**src/rtl/conv11_input_packer.sv**
```systemverilog
// Serial-to-vector ingress packer for the 1x1 conv path, with vector FIFO.
// Optional per-frame last-beat marker: define CONV11_INPUT_LAST_EN.
module conv11_input_packer #(
  parameter int IN_WIDTH   = 8,
  parameter int IN_CH      = 4,
  parameter int FIFO_DEPTH = 4,
  parameter int NUM_PIX    = 16
) (
  input  logic                      clk,
  input  logic                      rst,
  input  logic                      in_valid,
  output logic                      in_ready,
  input  logic [IN_WIDTH-1:0]       in_data,
`ifdef CONV11_INPUT_LAST_EN
  input  logic                      in_last,
  output logic                      out_last,
`endif
  output logic                      out_valid,
  input  logic                      out_ready,
  output logic [IN_CH*IN_WIDTH-1:0] out_data,
  output logic                      frame_done,
  output logic                      busy
);

  localparam int CW = $clog2(IN_CH);
  localparam int PW = $clog2(FIFO_DEPTH);
  localparam int XW = (NUM_PIX > 1) ? $clog2(NUM_PIX) : 1;
  localparam int VW = IN_CH * IN_WIDTH;
  localparam int SW = (IN_CH - 1) * IN_WIDTH;

  localparam logic [CW-1:0] CH_LAST  = CW'(IN_CH - 1);
  localparam logic [PW:0]   FULL     = (PW+1)'(FIFO_DEPTH);
  localparam logic [XW-1:0] PIX_LAST = XW'(NUM_PIX - 1);

  logic [CW-1:0] ch_cnt_q, ch_cnt_d;
  logic [SW-1:0] stage_q, stage_d;
  logic [VW-1:0] mem_q [FIFO_DEPTH];
  logic [VW-1:0] mem_d [FIFO_DEPTH];
  logic [PW-1:0] wr_ptr_q, wr_ptr_d;
  logic [PW-1:0] rd_ptr_q, rd_ptr_d;
  logic [PW:0]   count_q, count_d;
  logic [XW-1:0] pix_cnt_q, pix_cnt_d;
  logic          frame_done_q, frame_done_d;

  logic          beat_last, head_last;
  logic          full, at_last;
  logic          accept, push, pop;
  logic [VW-1:0] vec;

`ifdef CONV11_INPUT_LAST_EN
  logic [FIFO_DEPTH-1:0] last_q, last_d;
  assign beat_last = in_last;
  assign head_last = last_q[rd_ptr_q];
  assign out_last  = out_valid && head_last;
`else
  assign beat_last = 1'b0;
  assign head_last = 1'b0;
`endif

  assign full       = (count_q == FULL);
  assign at_last    = (ch_cnt_q == CH_LAST);
  // Only a vector-completing beat needs FIFO room.
  assign in_ready   = !full || (!at_last && !beat_last);
  assign accept     = in_valid && in_ready;
  assign push       = accept && (at_last || beat_last);
  assign out_valid  = (count_q != '0);
  assign pop        = out_valid && out_ready;
  assign out_data   = out_valid ? mem_q[rd_ptr_q] : '0;
  assign busy       = (ch_cnt_q != '0) || out_valid;
  assign frame_done = frame_done_q;

  // Lanes above the current beat are zero-filled for early-terminated vectors.
  always_comb begin
    vec = '0;
    for (int k = 0; k < IN_CH - 1; k++) begin
      if (CW'(k) < ch_cnt_q) begin
        vec[k*IN_WIDTH +: IN_WIDTH] = stage_q[k*IN_WIDTH +: IN_WIDTH];
      end
    end
    for (int k = 0; k < IN_CH; k++) begin
      if (ch_cnt_q == CW'(k)) begin
        vec[k*IN_WIDTH +: IN_WIDTH] = in_data;
      end
    end
  end

  always_comb begin
    ch_cnt_d     = ch_cnt_q;
    stage_d      = stage_q;
    mem_d        = mem_q;
    wr_ptr_d     = wr_ptr_q;
    rd_ptr_d     = rd_ptr_q;
    count_d      = count_q;
    pix_cnt_d    = pix_cnt_q;
    frame_done_d = 1'b0;
`ifdef CONV11_INPUT_LAST_EN
    last_d       = last_q;
`endif
    if (accept) begin
      ch_cnt_d = push ? '0 : ch_cnt_q + 1'b1;
      for (int k = 0; k < IN_CH - 1; k++) begin
        if (ch_cnt_q == CW'(k)) begin
          stage_d[k*IN_WIDTH +: IN_WIDTH] = in_data;
        end
      end
    end
    if (push) begin
      mem_d[wr_ptr_q] = vec;
      wr_ptr_d        = wr_ptr_q + 1'b1;
`ifdef CONV11_INPUT_LAST_EN
      last_d[wr_ptr_q] = beat_last;
`endif
    end
    if (pop) begin
      rd_ptr_d = rd_ptr_q + 1'b1;
      if ((pix_cnt_q == PIX_LAST) || head_last) begin
        pix_cnt_d    = '0;
        frame_done_d = 1'b1;
      end else begin
        pix_cnt_d = pix_cnt_q + 1'b1;
      end
    end
    case ({push, pop})
      2'b10:   count_d = count_q + 1'b1;
      2'b01:   count_d = count_q - 1'b1;
      default: count_d = count_q;
    endcase
  end

  always_ff @(posedge clk) begin
    if (!rst) begin
      ch_cnt_q     <= '0;
      stage_q      <= '0;
      mem_q        <= '{default: '0};
      wr_ptr_q     <= '0;
      rd_ptr_q     <= '0;
      count_q      <= '0;
      pix_cnt_q    <= '0;
      frame_done_q <= 1'b0;
`ifdef CONV11_INPUT_LAST_EN
      last_q       <= '0;
`endif
    end else begin
      ch_cnt_q     <= ch_cnt_d;
      stage_q      <= stage_d;
      mem_q        <= mem_d;
      wr_ptr_q     <= wr_ptr_d;
      rd_ptr_q     <= rd_ptr_d;
      count_q      <= count_d;
      pix_cnt_q    <= pix_cnt_d;
      frame_done_q <= frame_done_d;
`ifdef CONV11_INPUT_LAST_EN
      last_q       <= last_d;
`endif
    end
  end

endmodule

```
**config.mk**
```make
export PLATFORM = sky130hd
export DESIGN_NAME = conv11_input_packer
export DESIGN_NICKNAME = d
export VERILOG_FILES = /design/src/rtl/conv11_input_packer.sv
export SDC_FILE = /design/constraint.sdc
export NUM_CORES = 1
export LEC_CHECK = 0
export ABC_AREA = 1
export ABC_CLOCK_PERIOD_IN_PS = 4300
export CAP_MARGIN = 20
export CORE_ASPECT_RATIO = 1.2
export CORE_UTILIZATION = 30
export DETAILED_ROUTE_END_ITERATION = 7
export RECOVER_POWER = 50
export SYNTH_ARGS = -nofsm -noshare
export SYNTH_HDL_FRONTEND = slang
export SYNTH_SLANG_ARGS = --single-unit
```
**constraint.sdc**
```tcl
create_clock -name clk -period 4.3 [get_ports clk]
set_input_delay 0.86 -clock clk [delete_from_list [all_inputs] [get_ports clk]]
set_output_delay 0.86 -clock clk [all_outputs]
set_load 0.01 [all_outputs]
```
# Yosys cells after proc, flatten, opt, wreduce, memory -nomap -nowiden

Index checks and enable logic that the tools add are counted.
Widths: inputs -> output; s select.

Add/sub/neg operators: 6
Multipliers: 0
Divide/modulo/power cells: 0
$lt $le $gt $ge: 6
Equality and inequality tests: 7
Shift operators: 0
Muxes and demuxes: 18
Bitwise operators: 2
Reductions and logical operators: 16

Operator list:

| cell                | count |
|---|---|
| $bwmux 128          | 1 |
| $mux 32             | 4 |
| $bmux 32 s2         | 1 |
| $demux 32 s2        | 1 |
| $mux 8              | 7 |
| $reduce_and 2->1    | 4 |
| $add 2x1->2 const B | 3 |
| $eq 2x2->1 const B  | 3 |
| $ge 3x3->1 const B  | 2 |
| $not 2->3           | 2 |
| $pmux 3 s2          | 1 |
| $add 4x1->4 const B | 1 |
| $eq 2x1->1 const B  | 2 |
| $eq 4x4->1 const B  | 1 |
| $logic_and 1x1->1   | 4 |
| $lt 1x2->1 const A  | 2 |
| $mux 4              | 1 |
| $reduce_bool 2->1   | 2 |
| $add 3x1->3 const B | 1 |
| $eq 3x3->1 const B  | 1 |
| $lt 3x1->1 const B  | 1 |
| $reduce_bool 3->1   | 1 |
| $sub 3x1->3 const B | 1 |
| $logic_not 1->1     | 2 |
| 5 further kinds     | 6 |

Bits in registers: 166
Bits in latches: 0
Memory bits (writable): 0
ROM bits: 0
Input port bits: 12
Output and inout bits: 36
Word-level logic and storage cells: 68
Memories: 0

# Depth between registers and ports, before layout

Depth after elaboration: 7
Mapped depth: 12
Gate-level depth less buffers: 12

# Least setup slack after synthesis

Ideal clock, no wire load.

Path kind: input port to flip-flop
Start: in in_valid
End: reg count_q[2]
Library setup time: 0.119 ns
Data arrival time: 2.142 ns
Data required time: 4.181 ns
Path slack: 2.039 ns
Cell stages on the path: 9
Path buffers: 1
Path through: buf_4 nand3_1 ha_1 inv_1 fa_1 nand2_1 nand3_1 o21ai_0 a21oi_1

Cells in the longest elaborated chain, start to end: 4
Elaborated cells between the ends (all ways): 6
Classes of those cells: eq/ne: 2; mux: 1; reduce/logical: 3

Ends and longest elaborated chain:

| what                                                   | RTL line | source |
|---|---|---|
| start: declaration                                     | 11       | `input logic in_valid,` |
| $logic_and 1x1->1 *                                    | 64       | `assign accept = in_valid && in_ready;` |
| $logic_and 1x1->1 *                                    | 65       | `assign push = accept && (at_last \|\| beat_last);` |
| $eq 2x1->1 / $eq 2x2->1 (equally long branches)        | 123      | `case ({push, pop})` |
| $pmux 3 s2 / $reduce_bool 2->1 (equally long branches) | n/a      |  |
| end signal: assignment                                 | 149      | `count_q <= count_d;` |
| end: declaration                                       | 41       | `logic [PW:0] count_q, count_d;` |

Mark *: on every way between the ends. The rest lies on a longest branch, timed or not.
A chain may end at the register's enable or synchronous reset.

==> impl_metrics.json <==
{
  "status": "finished with violations",
  "violations": "capacitance limit, slew limit",
  "rsz0062_at_grt": "false",
  "layout_commonest_cell": "nand2_1",
  "firstDrtPassIters": 5,
  "synth_compound_area_share_pct": 16.24,
  "critPathCaptureType": "flop",
  "cts_setup_buffers": 0,
  "synth_seq_cells": 166,
  "finalSetupViolCount": 0,
  "layout.nets": 1341,
  "yosys.area_share.xor_xnor_pct": 0.1022,
  "syn_inst": 1323,
  "fill_cells": 3045,
  "grt-ovfl-total": 0,
  "cts_resized": 0,
  "cts.htree.levels": 4,
  "routedWlPerCell_um": 12.16,
  "fin_crit_sh_pct": 85.22,
  "drcViolationCount": 0,
  "ys_types": 26,
  "finalHoldViolCount": 0,
  "io_buffers": 47,
  "async_flop_share_pct": 0,
  "path_max_fanout": 44,
  "die-area_mm2": 0.02924,
  "grt_usage_pct": 14.85,
  "cts.sinks": 166,
  "slew-limit-headroom_pct": -35.16,
  "dp_hpwl_um": 12480,
  "cts_hold_buf": 0,
  "powerDensity_mw_per_mm2": 388.4,
  "period_needed_ns": 3.665,
  "synthesis.nets": 1346,
  "die_y_um": 187.1,
  "maxCapViolations": 3,
  "synth-simple-area-share_pct": 26.54,
  "core_area_mm2": 0.02800,
  "synthAdderAreaFrac_pct": 1.694,
  "io_pins": 48,
  "cts.clk_slew.worst_paths_ns": 0.06,
  "clockBufferDepth": 2,
  "muxShareOfSynthArea_pct": 0,
  "ys_seq_area_share_pct": 38.79,
  "cts_root_buf": "clkbuf_16",
  "skew_ns": 0.008659,
  "grt_pass1_vias": 6741,
  "vias": 7401,
  "drtAntennaViolNets": 0,
  "vdd_drop_max_v": 0.0002680,
  "grt_pass1_wl_um": 34610,
  "fmax_mhz": 272.9,
  "cp-start-kind": "input port",
  "synth_top_family_by_area": "simple AND/OR/NAND/NOR gates",
  "cts_made_buffers": 17,
  "antenna_cells": 0,
  "cp_data_required_time_ns": 4.65,
  "insertion_delay_ns": 0.43,
  "syn2layout_area_growth_pct": 11.45,
  "reg2reg_depth": 6,
  "row_count": 67,
  "slew_viol_final": 122,
  "start_util_pct": 30.60,
  "tightest_slew_ns": 2.027,
  "antenna_found_initial": 0,
  "total_leakage_power_nw": 4.529,
  "totalWireLength_um": 20750,
  "gp_congestion": 0.7319,
  "final_core_util_pct": 34.10,
  "synth-edff-count": 0,
  "viasPerCell": 4.338,
  "cts_tree": "built",
  "die-width_um": 156.3,
  "min_path_type": "flop to flop",
  "crit_arrival_ns": 4.01,
  "synth_ff_type": "dfxtp_1",
  "yosysWarningCount": 0,
  "synth.avg_cell_area_um2": 6.475,
  "drt-initial-drc-count": 432,
  "critPathKind": "input port to flop",
  "final_cell_mix": "nand2_1, nor2_1, inv_1, dfxtp_1, o21ai_0",
  "grt_max_degree": 66,
  "fin_setup_tns_ns": 0,
  "syn_area_mm2": 0.008567,
  "whs_ns": 0.4999,
  "holdPathStages": 2,
  "drive_gt1_share_pct": 3.316
}
-- worst paths after layout --
check / start / end / slack, ns
worst max-delay path: rst / rd_ptr_q[0] / 0.64
worst min-delay path: pix_cnt_q[0] / pix_cnt_q[0] / 0.50
worst max register to register: ch_cnt_q[1] / mem_q[17] / 1.40
worst min register to register: pix_cnt_q[0] / pix_cnt_q[0] / 0.50
-- kinds of logic (layout without fill, tap and decap cells) --
logic type                 after synthesis  after routing
AOI/OAI and AO/OA                      260            260
adders and majority gates               11             11
and+or+nand+nor                        561            561
DFF                                    166            166
buffers and inverters                  324            328
xor gates and xnor gates                 1              1
-- layer usage --
| layer | global-route usage, % | vias to the layer above | share of wire [%] |
|---|---|---|---|
| li1 | - | 3960 | - |
| met1 | 19.48 | 3315 | 50 |
| met2 | 24.33 | 107 | 45 |
| met3 | 3.012 | 19 | 3.8 |
| met4 | 4.487 | 0 | 1.5 |
| met5 | 0 | - | 0 |
-- power breakdown --
group          internal [mW]  total [mW]  leakage [nW]  switching [mW]
Sequential              1.58        1.61          1.34          0.0262
Clock                  0.844        1.44         0.264           0.595
Combinational          0.222       0.664          2.92           0.442
-- synth_stat cells (3+ instances only) --
cell type	count	area, um^2
a21oi_1	104	520.5
ha_1	10	125.1
nand2_1	271	1017
buf_6	17	191.4
inv_1	238	893.4
o21ai_0	115	575.6
o21bai_1	36	270.3
nor2_1	257	964.7
dfxtp_1	166	3323
nand4_4	4	85.08
clkbuf_1	26	97.59
o21ai_1	5	25.02
nand3_1	20	100.1
nand3_4	3	52.55
buf_4	12	90.09
buf_2	29	145.1
-- state kept, by name (all words and copies together), names as in the netlist --
register	flops
stage_q	24
frame_done	1
rd_ptr_q	2
mem_q	128
count_q	3
wr_ptr_q	2
ch_cnt_q	2
pix_cnt_q	4
-- critical path: stages --
cell and delay [ns]:
clkbuf_1 1.14, clkbuf_1 1.53, o21ai_0 0.27, a21oi_1 0.20
-- metrics by stage --
step                      setup WS [ns]  instances  total power, mW  area (um^2)
after floorplan                   2.039       1323            2.085         8567
after global placement           0.9671       1675            2.316         9065
after detailed placement         0.8857       1675            2.319         9065
after CTS                        0.8151       1703            3.758         9604
after global routing             0.3609       1706            3.896         9548
final                            0.6353       1706            3.709         9548
-- final cells by class --
| cell class | instances | area (um^2) | area share (%) |
|---|---|---|---|
| multi-input cells | 833 | 3746 | 39.23 |
| flip-flops and latches | 166 | 3324 | 34.82 |
| inverters | 239 | 897.1 | 9.396 |
| repair buffers | 61 | 566.8 | 5.936 |
| clock buffers | 24 | 491.7 | 5.150 |
| well taps | 379 | 474.2 | 4.967 |
| clock inverters | 4 | 47.55 | 0.4980 |
(Power assumes the default switching activity.)
